## config.mk

```make
export PLATFORM = sky130hd
export DESIGN_NAME = hamming_secded_decode_stream
export DESIGN_NICKNAME = d
export VERILOG_FILES = /design/src/rtl/hamming_secded_decode_stream.sv
export SDC_FILE = /design/constraint.sdc
export NUM_CORES = 1
export LEC_CHECK = 0
export CAP_MARGIN = 20
export CORE_MARGIN = 1.5
export CORE_UTILIZATION = 30
export CTS_BUF_LIST = sky130_fd_sc_hd__clkbuf_4
export DETAILED_ROUTE_END_ITERATION = 8
export SLEW_MARGIN = 20
export SYNTH_ARGS = -nofsm -noshare
export SYNTH_HDL_FRONTEND = slang
export SYNTH_SLANG_ARGS = --single-unit
```

## constraint.sdc

```tcl
create_clock -name clk_i -period 4.8 [get_ports clk_i]
set_input_delay 0.96 -clock clk_i [delete_from_list [all_inputs] [get_ports clk_i]]
set_output_delay 0.96 -clock clk_i [all_outputs]
set_load 0.01 [all_outputs]
```

## src/rtl/hamming_secded_decode_stream.sv

```systemverilog
`default_nettype none
// ============================================================================
// Module      : hamming_secded_decode_stream
// Description : Two-stage pipelined extended-Hamming SEC-DED decoder with
//               valid/ready streaming and saturating error counters.
// Revision    : 1.0 - initial release
// ============================================================================
module hamming_secded_decode_stream #(
    parameter int DATA_W = 4,
    parameter int PAR_W  = 3,
    parameter int CNT_W  = 16
) (
    input  logic                       clk_i,
    input  logic                       rst_i,
    input  logic                       in_valid_i,
    output logic                       in_ready_o,
    input  logic [DATA_W+PAR_W:0]      data_i,
    input  logic                       corr_en_i,
    output logic                       out_valid_o,
    input  logic                       out_ready_i,
    output logic [DATA_W-1:0]          data_o,
    output logic                       single_err_o,
    output logic                       double_err_o,
    output logic [PAR_W-1:0]           err_pos_o,
    input  logic                       cnt_clr_i,
    output logic [CNT_W-1:0]           corr_cnt_o,
    output logic [CNT_W-1:0]           uncorr_cnt_o
);

    localparam int CODE_W = DATA_W + PAR_W + 1;
    localparam int N      = DATA_W + PAR_W;
    localparam logic [PAR_W-1:0] C_N = PAR_W'(N);

    // XOR of the indices of every set bit in Hamming positions 1..N.
    function automatic logic [PAR_W-1:0] calc_syndrome(input logic [CODE_W-1:0] cw);
        logic [PAR_W-1:0]  s;
        logic [CODE_W-1:0] t;
        s = '0;
        for (int i = 1; i <= N; i++) begin
            t = cw >> i;
            if (t[0]) s = s ^ PAR_W'(i);
        end
        return s;
    endfunction

    // Data bits occupy the non-power-of-two positions, lowest first; shift in from the top.
    function automatic logic [DATA_W-1:0] extract_data(input logic [CODE_W-1:0] cw);
        logic [DATA_W-1:0] d;
        logic [CODE_W-1:0] t;
        d = '0;
        for (int i = 1; i <= N; i++) begin
            if ((i & (i - 1)) != 0) begin
                t = cw >> i;
                d = (d >> 1) | (DATA_W'(t[0]) << (DATA_W - 1));
            end
        end
        return d;
    endfunction

    logic                r_s1_valid;
    logic [CODE_W-1:0]   r_s1_cw;
    logic                r_s1_corr;
    logic [PAR_W-1:0]    r_s1_s;
    logic                r_s1_p;

    logic                r_s2_valid;
    logic [DATA_W-1:0]   r_s2_data;
    logic                r_s2_single;
    logic                r_s2_double;
    logic [PAR_W-1:0]    r_s2_pos;

    logic [CNT_W-1:0]    r_corr_cnt;
    logic [CNT_W-1:0]    r_uncorr_cnt;

    logic                w_s2_load;
    logic                w_in_ready;
    logic                w_out_xfer;
    logic [PAR_W-1:0]    w_s1_s;
    logic                w_s1_p;
    logic                w_in_range;
    logic                w_single;
    logic                w_double;
    logic                w_flip;
    logic [CODE_W-1:0]   w_fixed_cw;

    assign w_s2_load  = !r_s2_valid || out_ready_i;
    assign w_in_ready = !r_s1_valid || w_s2_load;
    assign w_out_xfer = r_s2_valid && out_ready_i;

    assign w_s1_s = calc_syndrome(data_i);
    assign w_s1_p = ^data_i;

    assign w_in_range = (r_s1_s != '0) && (r_s1_s <= C_N);
    assign w_single   = r_s1_p && ((r_s1_s == '0) || w_in_range);
    assign w_double   = (r_s1_p && !((r_s1_s == '0) || w_in_range)) ||
                        (!r_s1_p && (r_s1_s != '0));
    assign w_flip     = r_s1_p && w_in_range && r_s1_corr;
    assign w_fixed_cw = r_s1_cw ^ (CODE_W'(w_flip) << r_s1_s);

    always_ff @(posedge clk_i) begin
        if (rst_i) begin
            r_s1_valid <= 1'b0;
            r_s1_cw    <= '0;
            r_s1_corr  <= 1'b0;
            r_s1_s     <= '0;
            r_s1_p     <= 1'b0;
        end else if (w_in_ready) begin
            r_s1_valid <= in_valid_i;
            if (in_valid_i) begin
                r_s1_cw   <= data_i;
                r_s1_corr <= corr_en_i;
                r_s1_s    <= w_s1_s;
                r_s1_p    <= w_s1_p;
            end
        end
    end

    always_ff @(posedge clk_i) begin
        if (rst_i) begin
            r_s2_valid  <= 1'b0;
            r_s2_data   <= '0;
            r_s2_single <= 1'b0;
            r_s2_double <= 1'b0;
            r_s2_pos    <= '0;
        end else if (w_s2_load) begin
            r_s2_valid <= r_s1_valid;
            if (r_s1_valid) begin
                r_s2_data   <= extract_data(w_fixed_cw);
                r_s2_single <= w_single;
                r_s2_double <= w_double;
                r_s2_pos    <= r_s1_s;
            end
        end
    end

    // Clear beats a same-cycle increment; both counters stick at all-ones.
    always_ff @(posedge clk_i) begin
        if (rst_i || cnt_clr_i) begin
            r_corr_cnt   <= '0;
            r_uncorr_cnt <= '0;
        end else if (w_out_xfer) begin
            if (r_s2_single && !(&r_corr_cnt))
                r_corr_cnt <= r_corr_cnt + CNT_W'(1);
            if (r_s2_double && !(&r_uncorr_cnt))
                r_uncorr_cnt <= r_uncorr_cnt + CNT_W'(1);
        end
    end

    assign in_ready_o   = w_in_ready;
    assign out_valid_o  = r_s2_valid;
    assign data_o       = r_s2_data;
    assign single_err_o = r_s2_single;
    assign double_err_o = r_s2_double;
    assign err_pos_o    = r_s2_pos;
    assign corr_cnt_o   = r_corr_cnt;
    assign uncorr_cnt_o = r_uncorr_cnt;

endmodule
`default_nettype wire

```

==> impl_metrics.yaml, run 1 <==
worst_setup_path:
  slowest_delay_ns: 0.61
  path_cells: "clkdlybuf4s50_1 > nand3b_1 > clkdlybuf4s50_1"
  worstSetupStartpointType: "input port"
  cpMostUsedCell: "clkdlybuf4s50_1"
  crit_required_ns: 3.84
  critPathBufInv: 2
  worstPathMaxFanout: 7
  critical_path_arrival_ns: 2.35
  critPathTopFamily: "buffers and inverters"
  slowest_stage: "clkdlybuf4s50_1"
  end_kind: "primary output"
  critPathKind: "in -> out"
placed_design:
  hpwl_mm: 4.65
  place.gp.congestion: 0.819
  placed_area_um2: 3190
  portBuffers: 56
  dp_slack_ns: 1.52
cts:
  clk_pin_slew_ns: 0.15
  cts_root_buf: "clkbuf_4"
  cts-resized-gates: 0
  post_cts_buffers: 0
  numCtsBuffers: 5
  cts_tree: "done"
  insertion_delay_ns: 0.37
  cts_hold_buf: 0
  clock_sinks: 52
  clock_tree.buffer_depth: 2
  cts_max_level: 2
route:
  ant_nets: 0
  vias: 2480
  vias_per_cell: 5.31
  drt-total-wl_mm: 6.18
  drc: 0
  drt_iter0_markers: 115
  wl_per_cell_um: 13.2
  drt_first_pass_iters: 4
floorplan:
  rows: 33
  io_pins: 57
  die_height_um: 95.2
  die_w_um: 95.2
  coreArea_um2: 8220
  start_util: 0.310
  die_area_um2: 9050
synth:
  synth-simple-area-share: 0.303
  yosysWarnings: 0
  synth-compound-area-share: 0.187
  synth_adder_area_share: 0.00982
  synthesis.nets: 326
  synthDistinctLibCells: 40
  ys_top_cells_by_count: "dfxtp_1 (52), nand2_1 (41), a21oi_1 (35)"
  synth_edf_count: 0
  synth_most_common_cell: "dfxtp_1"
  synth.cell_area_um2: 2550
  synth_area_leaders: "dfxtp_1 (41%), a21oi_1 (6.9%), nand2_1 (6.0%)"
  synth_seq_area_share: 0.409
  synthCells: 310
  synth_ff_type: "dfxtp_1"
  synth_top_family_by_area: "simple AND/OR/NAND/NOR gates"
  synth_mux_area_frac: 0.0157
  synth_xor_xnor_area_share: 0.0516
  syn_area_per_cell_um2: 8.22
  synth_top_area_frac: 0.409
  synth.largest_area_cell: "dfxtp_1"
  synth.ff_latch_count: 52
  synth_async_sr_flop_share: 0
sta:
  maxSlewHeadroom: 0.432
  fin_setup_tns_ns: 0
  fmax_ghz: 0.302
  final.setup_skew_ns: 0.00950
  slew_viol_final: 0
  setup_slack_ns: 1.49
  setup_viol: 0
  hold_violations: 0
  period_needed_ns: 3.31
  hold-worst-slack_ns: 0.470
  worst_pin_slew_ns: 0.850
  min_period_over_period: 0.689
  rsz0062_at_grt: "no"
run_status:
  status: "finished clean"
global_route:
  grt_overflow: 0
  antenna_found_initial: 0
  grt_util_all_layers: 0.139
  grt_pass1_vias: 2190
  grt_max_degree: 27
  grt_pass1_wl_mm: 10.2
job:
  max-cap-violations: 0
worst_hold_path:
  hp-class: "reg -> reg"
layout:
  antenna_cells: 0
  synthToLayoutAreaGrowth_pct: 30.6
  nets: 377
  drive_gt1_frac: 0.0470
  final_area_um2: 3330
power_and_ir_drop:
  p_leak_nw: 1.02
  ir_drop_v: 0.000114
  p_per_area_nw_per_um2: 266
==> worst reg2reg max path, stage by stage (launching register included) <==
cell     delay, ns
dfxtp_1       0.44
ha_1          0.30
nand4_1       0.23
or3_1         0.49
or4_1         0.50
a21oi_1       0.15
==> flip-flops by register name, indices dropped and copies added, names as in the netlist <==
register      cells
corr_cnt_o       16
uncorr_cnt_o     16
data_o            4
r_s1_cw           4
err_pos_o         3
r_s1_s            3
double_err_o      1
out_valid_o       1
r_s1_corr         1
r_s1_p            1
r_s1_valid        1
single_err_o      1
==> stage by stage <==
| stage | power (mW) | util | cells |
|---|---|---|---|
| 2_1_floorplan | 0.506 | - | 310 |
| 5_1_grt | 0.922 | 0.405 | 467 |
| 6_report | 0.885 | 0.405 | 467 |
| 4_1_cts | 0.898 | 0.404 | 467 |
| 3_3_place_gp | 0.538 | 0.388 | 459 |
| 3_5_place_dp | 0.539 | 0.388 | 459 |
==> layer usage <==
layer  part of all wire  track usage
met5                  0            0
met4              0.013       0.0348
met2               0.47        0.228
met3              0.043       0.0311
met1               0.47        0.185
==> path summary, 6_finish.rpt <==
kind | from | end | slack [ns] | cells past startpoint
setup / recovery | out_ready_i | in_ready_o | 1.49 | 3
hold / removal | err_pos_o[0] | err_pos_o[0] | 0.47 | 2
setup reg to reg | uncorr_cnt_o[0] | uncorr_cnt_o[10] | 2.64 | 5
hold reg to reg | err_pos_o[0] | err_pos_o[0] | 0.47 | 2
==> cells in the final DEF (no fill, tap or decap), types with 3 or more instances in the layout <==
master           count
nor3_1               8
mux2i_1              4
nand4_1              9
nor4_1               3
bufinv_16            3
nand3_1             13
clkbuf_4             5
and4_1               4
dfxtp_1             52
and3_1               5
nor3b_1              3
nor2_1              17
clkdlybuf4s50_1     56
xnor2_1             11
nand2_1             41
a31oi_1              4
and2_1               5
inv_1                4
xor2_1               4
o31ai_1              9
a211oi_1             8
a21oi_1             35
or4_1               11
o21ai_0             14
or3_1               11
==> where the power goes <==
group	switching [mW]	total, mW	internal, mW
Sequential	0.0109	0.454	0.443
Clock	0.142	0.357	0.215
Combinational	0.0361	0.0739	0.0378
Total	0.189	0.885	0.696
==> logic make-up after synthesis <==
| group | after synthesis |
|---|---|
| buffers and inverters | 16 |
| AO/OA/AOI/OAI | 78 |
| adder cells (fa/ha/maj) | 2 |
| XOR/XNOR | 15 |
| AND/OR/NAND/NOR | 143 |
| multiplexers | 4 |
| flip-flops | 52 |
==> cell type report <==
type / count / area (um2)
Clock buffer: 5 / 37.5
Sequential cell: 52 / 1040
Fill cell: 821 / 4890
Multi-Input combinational cell: 242 / 1450
Inverter: 4 / 15.0
Clock inverter: 3 / 90.1
Tap cell: 105 / 131
Timing Repair Buffer: 56 / 561
No activity file was read; power rests on OpenSTA's default activity.
==> run 2, diff against run 1 <==
==> constraint.sdc (replaced) <==
create_clock -name clk_i -period 2.9 [get_ports clk_i]
set_input_delay 0.58 -clock clk_i [delete_from_list [all_inputs] [get_ports clk_i]]
set_output_delay 0.58 -clock clk_i [all_outputs]
set_load 0.01 [all_outputs]
==> run 2 against run 1 <==
Against the previous run: non-clock buffer count grew 7; first-iteration DRC count grew 7.8%; design area grew 1.4%; die area is the same; clock-buffer cell count is the same; routed wire length grew 3.5%; via count grew 0.36%; power grew 67%; final cell count grew 1.5%; worst hold slack lost 0.0028 ns; global-route usage grew 0.56 points; highest routed layer unchanged.
==> impl_metrics.yaml, run 2 (synthesis results as in run 1) <==
global_route:
  grt_pass1_wl_mm: 10.5
  grt_pass1_vias: 2261
  grt_overflow: 0
  grt_max_degree: 24
  antenna_found_initial: 0
  grt_util_all_layers: 0.145
layout:
  mostFrequentLayoutCells: "clkdlybuf4s50_1 (56), dfxtp_1 (52), nand2_1 (41)"
  drive_gt1_frac: 0.0623
  final_area_um2: 3370
  layoutNonFillerInstCount: 474
  nets: 384
  synthToLayoutAreaGrowth_pct: 32.4
  antenna_cells: 0
  post-route-util: 0.410
  final_common_cell: "clkdlybuf4s50_1"
route:
  drt-total-wl_mm: 6.40
  ant_nets: 0
  drc: 0
  vias: 2489
  vias_per_cell: 5.25
  drt_iter0_markers: 124
  drt_first_pass_iters: 4
  wl_per_cell_um: 13.5
worst_setup_path:
  cpMostUsedCell: "clkdlybuf4s50_1"
  crit_required_ns: 2.32
  regToRegSetupSlack_ns: 0.80
  worstSetupStartpointType: "input port"
  end_kind: "primary output"
  critPathKind: "in -> out"
  slowest_delay_ns: 0.63
  slowest_stage: "clkdlybuf4s50_1"
  worstPathMaxFanout: 7
  critical_path_arrival_ns: 1.98
  r2r_end: "corr_cnt_o[11]"
  r2r.worst_path.cells: 4
  reg2reg_from: "corr_cnt_o[3]"
  path_cells: "clkdlybuf4s50_1 > nand3b_1 > clkdlybuf4s50_1"
cts:
  cts_hold_buf: 0
  cts_tree: "done"
  cts_root_buf: "clkbuf_4"
  cts_max_level: 2
  clock_sinks: 52
  clk_pin_slew_ns: 0.16
  numCtsBuffers: 5
  cts-resized-gates: 0
  post_cts_buffers: 0
  clock_tree.buffer_depth: 2
  insertion_delay_ns: 0.37
worst_hold_path:
  holdPathEnd: "err_pos_o[0]"
  hp-class: "reg -> reg"
  min_from: "err_pos_o[0]"
  hold_depth: 2
job:
  max-cap-violations: 0
sta:
  min_period_over_period: 0.882
  final.setup_skew_ns: 0.00502
  rsz0062_at_grt: "no"
  fin_setup_tns_ns: 0
  period_needed_ns: 2.56
  setup_viol: 0
  maxSlewHeadroom: 0.587
  fmax_ghz: 0.391
  hold-worst-slack_ns: 0.467
  hold_violations: 0
  worst_pin_slew_ns: 0.613
  setup_slack_ns: 0.341
  slew_viol_final: 0
power_and_ir_drop:
  total_power_mw: 1.48
  p_leak_nw: 1.05
  p_per_area_nw_per_um2: 438
  ir_drop_v: 0.000239
floorplan:
  die_w_um: 95.2
  start_util: 0.310
  die_area_um2: 9050
  rows: 33
  coreArea_um2: 8220
  die_height_um: 95.2
  io_pins: 57
placed_design:
  portBuffers: 56
  hpwl_mm: 4.78
  place_inst: 466
  place.gp.congestion: 0.803
  placed_area_um2: 3240
  dp_slack_ns: 0.194
run_status:
  status: "finished clean"
run 2: cell types whose count changed in the layout (fill, tap and decap cells not counted), sizes merged:
| cell | previous run | this run |
|---|---|---|
| buf | 0 | 7 |
run 2: area by class of cell:
cell class / instances / area, um2
tap: 105 / 131
inverter: 4 / 15.0
timing repair buffer: 63 / 613
clock buffer: 5 / 37.5
multi-input combinational: 242 / 1440
clock inverter: 3 / 90.1
fill: 837 / 4840
sequential: 52 / 1040
run 2: routing by layer:
layer	up-vias	share of wire	track usage
met5	-	0	0
met4	0	0.012	0.0386
met3	8	0.043	0.0271
met2	55	0.48	0.242
met1	1153	0.46	0.190
li1	1273	-	-
run 2: worst max path at each step:
stage,slack [ns],cells past startpoint,end,startpoint
after global routing,0.27,3,in_ready_o,out_ready_i
after global placement,0.21,5,corr_cnt_o[11],out_ready_i
after floorplan,0.88,5,corr_cnt_o[11],out_ready_i
after detailed placement,0.19,5,uncorr_cnt_o[13],out_ready_i
final,0.34,3,in_ready_o,out_ready_i
after CTS,0.34,3,in_ready_o,out_ready_i
run 2: critical path, delay by kind of cell:
kind | cells | cell delay, ns
simple gates | 1 | 0.21
buf+inv | 2 | 1.19
run 2: power by group:
group / leakage, nW / total, mW / internal [mW] / switching [mW]
Combinational: 0.566 / 0.127 / 0.0660 / 0.0615
Sequential: 0.422 / 0.753 / 0.734 / 0.0189
Clock: 0.0654 / 0.597 / 0.355 / 0.241
